File: src/rtl/instr_fetch_queue.sv
// instr_fetch_queue: single-outstanding instruction prefetcher feeding a FIFO of {pc, instr}
module instr_fetch_queue #(
    parameter int          DEPTH    = 4,
    parameter logic [31:0] RESET_PC = 32'h0000_0000
) (
    input  logic        clk,
    input  logic        rst_n,
    output logic        imem_req,
    output logic [31:0] imem_addr,
    input  logic        imem_ack,
    input  logic [31:0] imem_data,
    output logic [31:0] instr,
    output logic [31:0] instr_pc,
    output logic        instr_valid,
    input  logic        instr_ready,
    input  logic        redirect,
    input  logic [31:0] redirect_pc
);
    localparam int PW = $clog2(DEPTH);
    localparam int CW = PW + 1;

    typedef enum logic [1:0] {IDLE, WAIT, DROP} state_t;

    state_t        state;
    logic [31:0]   fetch_pc;
    logic [31:0]   req_addr;
    logic [PW-1:0] rd_ptr;
    logic [PW-1:0] wr_ptr;
    logic [CW-1:0] count;
    logic [31:0]   pc_mem  [DEPTH];
    logic [31:0]   ins_mem [DEPTH];
    logic          issue;
    logic          push;
    logic          pop;

    // Issue is judged on the pre-pop count so a returning word always finds room
    assign issue       = rst_n && state == IDLE && count < CW'(DEPTH) && !redirect;
    assign push        = state == WAIT && imem_ack && !redirect;
    assign pop         = instr_valid && instr_ready && !redirect;
    assign imem_req    = issue || state != IDLE;
    assign imem_addr   = state == IDLE ? fetch_pc : req_addr;
    assign instr_valid = count != '0;
    assign instr       = instr_valid ? ins_mem[rd_ptr] : '0;
    assign instr_pc    = instr_valid ? pc_mem[rd_ptr] : '0;

    // Fetch controller, queue pointers and fetch PC; redirect flushes and retargets
    always_ff @(posedge clk or negedge rst_n) begin
        if (!rst_n) begin
            state    <= IDLE;
            fetch_pc <= RESET_PC;
            req_addr <= RESET_PC;
            rd_ptr   <= '0;
            wr_ptr   <= '0;
            count    <= '0;
        end else begin
            if (redirect) begin
                rd_ptr   <= '0;
                wr_ptr   <= '0;
                count    <= '0;
                fetch_pc <= {redirect_pc[31:2], 2'b00};
            end else begin
                if (push) wr_ptr <= wr_ptr + PW'(1);
                if (pop) rd_ptr <= rd_ptr + PW'(1);
                count <= count + CW'(push) - CW'(pop);
                if (push) fetch_pc <= req_addr + 32'd4;
            end
            case (state)
                IDLE: if (issue) begin
                    state    <= WAIT;
                    req_addr <= fetch_pc;
                end
                WAIT: if (imem_ack) state <= IDLE;
                      else if (redirect) state <= DROP;
                DROP: if (imem_ack) state <= IDLE;
                default: state <= IDLE;
            endcase
        end
    end

    // Queue storage; outputs are masked while empty so no reset is needed here
    always_ff @(posedge clk) begin
        if (push) begin
            pc_mem[wr_ptr]  <= req_addr;
            ins_mem[wr_ptr] <= imem_data;
        end
    end
endmodule

File: config.mk
export PLATFORM = sky130hd
export DESIGN_NAME = instr_fetch_queue
export DESIGN_NICKNAME = d
export VERILOG_FILES = /design/src/rtl/instr_fetch_queue.sv
export SDC_FILE = /design/constraint.sdc
export NUM_CORES = 1
export LEC_CHECK = 0
export BUFFER_PORTS_ARGS = -buffer_cell sky130_fd_sc_hd__buf_2
export CORE_MARGIN = 2
export CORE_UTILIZATION = 51
export DETAILED_ROUTE_END_ITERATION = 16
export PLACE_DENSITY = 0.71
export SYNTH_ARGS = -nofsm -noshare
export SYNTH_HDL_FRONTEND = slang
export SYNTH_SLANG_ARGS = --single-unit
File: constraint.sdc
create_clock -name clk -period 3.8 [get_ports clk]
set_input_delay 0.38 -clock clk [delete_from_list [all_inputs] [get_ports clk]]
set_output_delay 0.38 -clock clk [all_outputs]
set_load 0.1 [all_outputs]
; ---- Yosys cells after proc, flatten, opt, wreduce, memory -nomap -nowiden
; Memories as Yosys holds them, arrays and structs flattened.
; Cells that the tools add are included.
[classes]
addsub = 5
n_lt_le_gt_ge = 1
n_eq_ne = 5
n_mux = 17
n_reduce_logical = 16
[ops]
columns = cell, count
row1 = 2-to-1 mux 32 bit, 5
row2 = "adder 32 x 3 -> 32 bit, second input constant", 1
row3 = 2-to-1 mux 2 bit, 8
row4 = logical AND 1 bit, 7
row5 = one-hot mux 2 bit (3 select lines), 1
row6 = nonzero test 2 bit, 3
row7 = "adder 2 x 1 -> 2 bit, second input constant", 2
row8 = "inequality test 2 bit, second input constant", 2
row9 = adder 3 x 1 -> 3 bit, 1
row10 = "< comparator 3 bit, second input constant", 1
row11 = 2-to-1 mux 3 bit, 1
row12 = "inequality test 3 bit, second input constant", 1
row13 = AND reduction 3 bit, 1
row14 = nonzero test 3 bit, 1
row15 = subtractor 3 x 1 -> 3 bit, 1
row16 = "== test 2 x 1 -> 1 bit, second input constant", 1
row17 = "== test 2 bit, second input constant", 1
row18 = logical NOT 2 bit, 1
row19 = 2-to-1 mux 1 bit, 2
row20 = AND reduction 2 bit, 1
row21 = logical NOT 1 bit, 1
row22 = logical OR 1 bit, 1
[totals]
register_bits = 73
ramBits = 256
input_bits = 69
out_inout_bits = 98
elab_cells = 52
mem_count = 2
[memory_table]
columns = memory, words, width, read_ports, rd_ports_with_merged_regs, wr, line_no
row1 = ins_mem, 4, 32, 1, 0, 1, 31  ; logic [31:0] ins_mem [DEPTH];
row2 = pc_mem, 4, 32, 1, 0, 1, 30  ; logic [31:0] pc_mem [DEPTH];

; ---- Depth between registers and ports, before layout
; Gate-level depths: netlist of the first run.
[depth]
depth_word = 6
ltp_mapped = 12
depth_no_buf = 11

; ---- Worst setup path before layout of the first run
; No wires, ideal clock.
[synth_timing]
path_type = register -> output
startpoint = register state[1]
endpoint = output imem_addr[13]
arrival_ps = 2943
required_time_ps = 3420
path_slack_ps = 477
stages_incl_launch_ff = 5
path_buffers = 2
cell_sequence = dfrtp_1 > nor2_1 > buf_1 > clkbuf_1 > o21ai_0
[synth_between]
elab_chain_cells = 2
[synth_lines]
columns = item, line_no
row1 = from (decl), 24  ; state_t state;
row2 = from (signal assigned), 49  ; state <= IDLE;
row3 = from (signal assigned), 69  ; state <= WAIT;
row4 = from (signal assigned), 72  ; WAIT: if (imem_ack) state <= IDLE;
row5 = logical NOT 2 bit, 41  ; assign imem_addr = state == IDLE ? fetch_pc : req_addr;
row6 = 2-to-1 mux 32 bit, 41
row7 = to (decl), 9  ; output logic [31:0] imem_addr,
; No other way between the ends.

; ---- Final worst setup path of the first run
[layout_timing]
startpoint = register rd_ptr[0]
endpoint = output instr_pc[18]
[layout_between]
elab_chain_cells = 2
[layout_lines]
columns = item, line_no
row1 = from (decl), 27  ; logic [PW-1:0] rd_ptr;
row2 = from (signal assigned), 63  ; if (pop) rd_ptr <= rd_ptr + PW'(1);
row3 = memory read (4 x 32 bit), -
row4 = 2-to-1 mux 32 bit, 44  ; assign instr_pc = instr_valid ? pc_mem[rd_ptr] : '0;
row5 = to (decl), 13  ; output logic [31:0] instr_pc,
; No other way between the ends.

==> results of run 1 <==
## final cells by class
cell class	count	area, um^2
sequential	329	9520
clock buffer	43	948
clock inverter	20	279
timing repair buffer	176	953
inverter	10	37.5
tap	341	427
multi-input combinational	425	4010
fill	2017	10500
## sequential cells by signal, indices dropped and copies added (netlist names)
signal / flops
state: 2
pc_mem: 128
req_addr: 32
count: 3
fetch_pc: 32
wr_ptr: 2
rd_ptr: 2
ins_mem: 128
## through the flow
step	cell area [um^2]	instances
floorplan	13700	810
global placement	14900	1280
detailed placement	14900	1280
CTS	16200	1344
global route	16200	1344
finish	16200	1344
## synth_stat cells, drive strengths merged (8+ instances only)
| cell type | n | share of area [%] |
|---|---|---|
| and2 | 69 | 3.1 |
| mux2 | 59 | 4.8 |
| nor3 | 13 | 0.58 |
| mux4 | 64 | 10 |
| dfrtp | 73 | 13 |
| xor2 | 9 | 0.57 |
| nand2 | 60 | 1.6 |
| nand3 | 10 | 0.36 |
| o221ai | 10 | 0.68 |
| xnor2 | 19 | 1.2 |
| inv | 10 | 0.27 |
| a21oi | 16 | 0.58 |
| clkbuf | 30 | 0.82 |
| nor3b | 8 | 0.47 |
| buf | 16 | 0.56 |
| o21ai | 18 | 0.66 |
| edfxtp | 256 | 56 |
| nor2 | 24 | 0.66 |
## per-layer routing
metal	GRT usage (%)	vias to the layer above	wire length, um
met5	0	-	0
met4	5.28	0	473
met3	2.68	40	1280
met2	33.4	220	13700
met1	28.9	3824	12700
li1	-	3445	-
## logic make-up after synthesis
logic type                 after synthesis
muxes                                  127
DFF                                    329
buffers and inverters                   56
adders and majority gates                8
xor gates and xnor gates                28
AOI/OAI and AO/OA                       55
and+or+nand+nor                        207
## worst max path at each step
stage               cells after the start            end  slack (ps)
floorplan                               4  imem_addr[13]         480
global placement                       10       count[2]        1180
detailed placement                     10       count[2]        1180
CTS                                     4   instr_pc[18]         730
global route                            4   instr_pc[18]         650
finish                                  4   instr_pc[18]         810
## report_power, final
part	total [mW]	internal, mW	switching, mW	leakage, nW
Sequential	4.88	4.34	0.543	3.23
Combinational	5.01	1.20	3.81	2.13
Clock	3.59	2.25	1.33	0.598
## what timing repair did
item / CTS / global route
hold buffers: 1 / 0
buffers inserted: 0 / 0
hold endpoints to repair: 30 / 0
## critical path, cell delays in order, from the launching register on
cell and delay (ps):
sky130_fd_sc_hd__dfrtp_4 720, sky130_fd_sc_hd__buf_12 310, sky130_fd_sc_hd__mux4_2 530, sky130_fd_sc_hd__and2_1 220, sky130_fd_sc_hd__buf_2 310
==> impl_metrics.py, run 1 <==
metrics = {
    "run_status": {
        "outcome": "complete, no violations",
    },
    "run": {
        "max-cap-violations": 0,
    },
    "sta": {
        "min_clock_period_post_route_ps": 2990,
        "clock-skew-final_ps": 8.34,
        "setup_viol": 0,
        "min_period_over_period_pct": 78.7,
        "final_slew_violations": 0,
        "max_slew_margin_pct": 27.9,
        "fin_tns_setup_ps": 0,
        "f_max_ghz": 0.334,
        "final-hold-violation-count": 0,
        "timing_worst_slew_pin_value_ps": 1080,
        "grt_setup_unrepaired": "false",
        "worst_slack_ps": 810,
        "final.hold.worst_slack_ps": 68.0,
    },
    "clocking": {
        "clock_sinks": 329,
        "clkLatencyLatePin_ps": 500,
        "clock_tree_from_tritoncts": "done",
        "cts_root_buf": "sky130_fd_sc_hd__clkbuf_16",
        "cts_max_level": 2,
        "cts.clk_slew.worst_paths_ps": 60,
        "clock_path_buffers": 3,
        "cts-resized-gates": 0,
        "tritoncts.num_buffers": 35,
    },
    "global_routing": {
        "track_usage_pct": 20.2,
        "grt_first_pass_wirelength_um": 43600,
        "grt_start_max_net_pins": 65,
        "vias_in_the_first_global_route": 7692,
        "antenna_found_initial": 0,
        "grt-ovfl-total": 0,
    },
    "logic_synthesis": {
        "yosys_register_bits": 329,
        "synthesis.instances": 810,
        "yosys.cell_types.count": 44,
        "synthesis.area_per_instance_um2": 16.9,
        "postSynthNetCount": 887,
        "synth.area.mux_share_pct": 15.6,
        "asyncSetResetFlopFracSynth_pct": 22.2,
        "synth-compound-area-share_pct": 2.60,
        "yosys_most_used_dff": "sky130_fd_sc_hd__edfxtp_1",
        "synth_top_family_by_area": "multiplexers",
        "synth_xor_xnor_area_share_pct": 1.79,
        "synth_simple_gate_area_share_pct": 8.26,
        "synth-seq-area-share_pct": 69.3,
        "ys_warn_count": 0,
        "synth_enable_flop_cells": 256,
        "syn-cell-area_mm2": 0.0137,
        "fraction_of_the_mapped_netlist_area_in_adder_cells_pct": 0.784,
    },
    "worst_hold_path": {
        "endpoint_of_the_worst_hold_path": "state[1]",
        "holdPathStages": 2,
        "min-delay-path-class": "in2reg",
        "holdCritStartpoint": "imem_ack",
    },
    "die": {
        "initial_utilization_pct": 51.4,
        "die-height_um": 168,
        "fp.coreArea_mm2": 0.0267,
        "floorplan.rows": 60,
        "chipWidth_um": 168,
        "io_pins": 167,
        "die_area_mm2": 0.0282,
    },
    "critical_path": {
        "worst_ep_arrival_time_ps": 2610,
        "worstSetupPathType": "reg2out",
        "crit_start": "rd_ptr[0]",
        "crit-reg2reg-capture": "count[2]",
        "timing.critical_path.fanout_max": 28,
        "worst_endpoint_required_time_ps": 3420,
        "endpoint_kind": "primary output",
        "worst_r2r_path_depth": 11,
        "r2r-start": "state[0]",
        "critPathLaunchType": "flop",
        "r2r_slack_ps": 1150,
    },
    "final_layout": {
        "nets": 1054,
        "most_used_cells_in_the_layout_excluding_fill_and_tap_cells": "sky130_fd_sc_hd__edfxtp_1 (256), sky130_fd_sc_hd__buf_2 (163), sky130_fd_sc_hd__dfrtp_1 (71)",
        "layout-drive-gt1-share_pct": 36.9,
        "antennaDiodeCount": 0,
        "fin_util_pct": 60.5,
        "area.growth.synth_to_final_pct": 17.8,
        "mostFrequentLayoutCell": "sky130_fd_sc_hd__edfxtp_1",
    },
    "detailed_routing": {
        "number_of_vias_after_detailed_routing": 7529,
        "drt_iter0_markers": 622,
        "detail_route.first_pass.iterations": 5,
        "detail_route.drc_violations": 0,
        "drt_wl_total_um": 28100,
        "average_via_count_per_standard_cell": 5.60,
        "routed_wire_length_per_instance_um": 20.9,
        "antenna_left": 0,
    },
    "placement": {
        "place_congestion": 0.769,
        "port_buffers": 164,
        "preCtsSetupSlack_ps": 1180,
        "hpwl_um": 16400,
    },
    "pwr": {
        "cellPowerDensity_mw_per_mm2": 833,
        "design_power_total_mw": 13.5,
        "peakVddDrop_v": 0.000715,
        "p_leak_nw": 5.96,
    },
}
Note: power is estimated with default switching activity, not from simulation.
==> run 2: changes to the inputs <==
--- a/config.mk
+++ b/config.mk
@@ -9,7 +9,7 @@
 export CORE_MARGIN = 2
 export CORE_UTILIZATION = 51
 export DETAILED_ROUTE_END_ITERATION = 16
-export PLACE_DENSITY = 0.71
+export PLACE_DENSITY = 0.74
 export SYNTH_ARGS = -nofsm -noshare
 export SYNTH_HDL_FRONTEND = slang
 export SYNTH_SLANG_ARGS = --single-unit
==> constraint.sdc (replaced) <==
create_clock -name clk -period 2.4 [get_ports clk]
set_input_delay 0.24 -clock clk [delete_from_list [all_inputs] [get_ports clk]]
set_output_delay 0.24 -clock clk [all_outputs]
set_load 0.1 [all_outputs]
==> run 2 against run 1 <==
The flow now finishes with violations (hold timing, setup timing). Highest routed layer unchanged. Largest power group unchanged. Total power rose by 70%. Clock skew grew 17 ps. Final cell count is 8.0% higher. Largest cell class unchanged. Die area is the same.
==> impl_metrics.py, run 2 (synthesis gave the netlist of run 1 again) <==
metrics = {
    "run_status": {
        "outcome": "finished, violations left",
        "failed_checks": "hold timing, setup timing",
    },
    "pwr": {
        "peakVddDrop_v": 0.000934,
        "cellPowerDensity_mw_per_mm2": 1260,
        "p_leak_nw": 6.66,
        "design_power_total_mw": 22.9,
    },
    "critical_path": {
        "critPathLaunchType": "flop",
        "critical_path.max_stage_delay_ps": 520,
        "crit_top_cell": "sky130_fd_sc_hd__buf_6",
        "worst_endpoint_required_time_ps": 2160,
        "worstPathCellList": "buf_6 -> buf_12 -> mux4_2 -> and2_1 -> buf_6",
        "endpoint_kind": "primary output",
        "critical_path.slowest_cell": "sky130_fd_sc_hd__mux4_2",
        "worst_ep_arrival_time_ps": 2160,
        "timing.critical_path.fanout_max": 9,
        "worstSetupPathType": "reg2out",
    },
    "final_layout": {
        "fillers": 1759,
        "seqCellArea_mm2": 0.00952,
        "mostFrequentLayoutCell": "sky130_fd_sc_hd__edfxtp_1",
        "nets": 1160,
        "most_used_cells_in_the_layout_excluding_fill_and_tap_cells": "sky130_fd_sc_hd__edfxtp_1 (256), sky130_fd_sc_hd__buf_2 (98), sky130_fd_sc_hd__dfrtp_1 (71)",
        "multi_input_area_mm2": 0.00415,
        "area.growth.synth_to_final_pct": 32.2,
        "layout-drive-gt1-share_pct": 41.6,
        "fin_util_pct": 67.9,
        "largestRegisters": "ins_mem: 128 flops, pc_mem: 128 flops",
    },
    "detailed_routing": {
        "drt_wl_total_um": 31200,
        "antenna_left": 0,
        "detail_route.first_pass.iterations": 5,
        "number_of_vias_after_detailed_routing": 8088,
        "routed_wire_length_per_instance_um": 21.5,
        "drt_iter0_markers": 659,
        "average_via_count_per_standard_cell": 5.57,
        "detail_route.drc_violations": 0,
    },
    "global_routing": {
        "grtUsageMet2_pct": 38.6,
        "track_usage_pct": 22.8,
        "grt_first_pass_wirelength_um": 48800,
        "most_used_layer_global_route": "met2",
        "grt-ovfl-total": 0,
        "antenna_found_initial": 1,
        "grtUsageMet1_pct": 31.3,
        "gr-usage-met3_pct": 3.15,
        "vias_in_the_first_global_route": 8631,
        "grt_start_max_net_pins": 74,
    },
    "sta": {
        "final_slew_violations": 0,
        "clock-skew-final_ps": 25.4,
        "final.hold.worst_slack_ps": -10.1,
        "timing_worst_slew_pin_value_ps": 971,
        "worst_slack_ps": -2.27,
        "setup_viol": 1,
        "min_clock_period_post_route_ps": 2400,
        "max_slew_margin_pct": 35.3,
        "min_period_over_period_pct": 100,
        "grt_setup_unrepaired": "true",
        "fin_tns_setup_ps": -2.27,
        "f_max_ghz": 0.416,
        "final-hold-violation-count": 5,
    },
    "placement": {
        "preCtsSetupSlack_ps": 88.6,
        "port_buffers": 164,
        "place_congestion": 0.814,
        "hpwl_um": 17900,
    },
    "die": {
        "fp.coreArea_mm2": 0.0267,
        "floorplan.rows": 60,
        "initial_utilization_pct": 51.4,
        "die_area_mm2": 0.0282,
        "io_pins": 167,
        "die-height_um": 168,
        "chipWidth_um": 168,
    },
    "clocking": {
        "clock_sinks": 329,
        "cts.clk_slew.worst_paths_ps": 60,
        "tritoncts.num_buffers": 34,
        "cts_max_level": 2,
        "clkLatencyLatePin_ps": 520,
        "clock_path_buffers": 3,
        "cts_root_buf": "sky130_fd_sc_hd__clkbuf_16",
        "clock_tree_from_tritoncts": "done",
    },
    "run": {
        "max-cap-violations": 0,
    },
    "worst_hold_path": {
        "min-delay-path-class": "in2async",
    },
}
## run 2: path summary, 6_finish.rpt
path                                  from            to  slack [ps]  cells past startpoint
max                              rd_ptr[0]     instr[22]          -2                      5
min                                  rst_n  req_addr[13]         -10                      2
max reg2reg                       count[1]      count[2]         130                     10
min reg2reg                   fetch_pc[22]  req_addr[22]         530                      1
max in group asynchronous            rst_n     rd_ptr[1]        1670                      2
min in group clk           redirect_pc[24]  fetch_pc[24]          20                      2
## run 2: repair_timing
item,4_1_cts,5_1_grt
gates resized for setup,208,67
hold endpoints to repair,159,0
pin swaps,1,0
endpoints found under the setup margin,86,54
hold buffers,62,0
cloned,5,0
buffers inserted,8,0
## run 2: cell type report
class / instances / share of cell area, %
diodes: 4 / 0.0552
repair buffers: 283 / 16.3
clock inverters: 16 / 0.600
inverters: 10 / 0.207
well taps: 341 / 2.35
flip-flops and latches: 329 / 52.5
multi-input cells: 425 / 22.9
clock buffers: 44 / 5.12
## run 2: where the power goes
part,switching (mW),total [mW],internal (mW)
clock,2.06,4.90,2.84
sequential,0.543,7.42,6.87
combinational,6.84,10.6,3.78
## run 2: metal layers
layer | vias up | routed length, um
li1 | 3661 | -
met4 | 0 | 586
met3 | 42 | 1700
met1 | 4116 | 13100
met2 | 269 | 15800
met5 | - | 0
## run 2: metrics by stage
| stage | instance area, um^2 | std cells |
|---|---|---|
| 6_report | 18100 | 1452 |
| 5_1_grt | 18100 | 1448 |
| 4_1_cts | 17900 | 1450 |
| 3_5_place_dp | 15400 | 1315 |
| 3_3_place_gp | 15400 | 1315 |
| 2_1_floorplan | 13800 | 810 |
## run 2: critical path, delay by kind of cell, from the launching register on
kind,cells,cell delay [ps]
simple gates,1,190
mux,1,520
buf+inv,3,470
flops,1,450
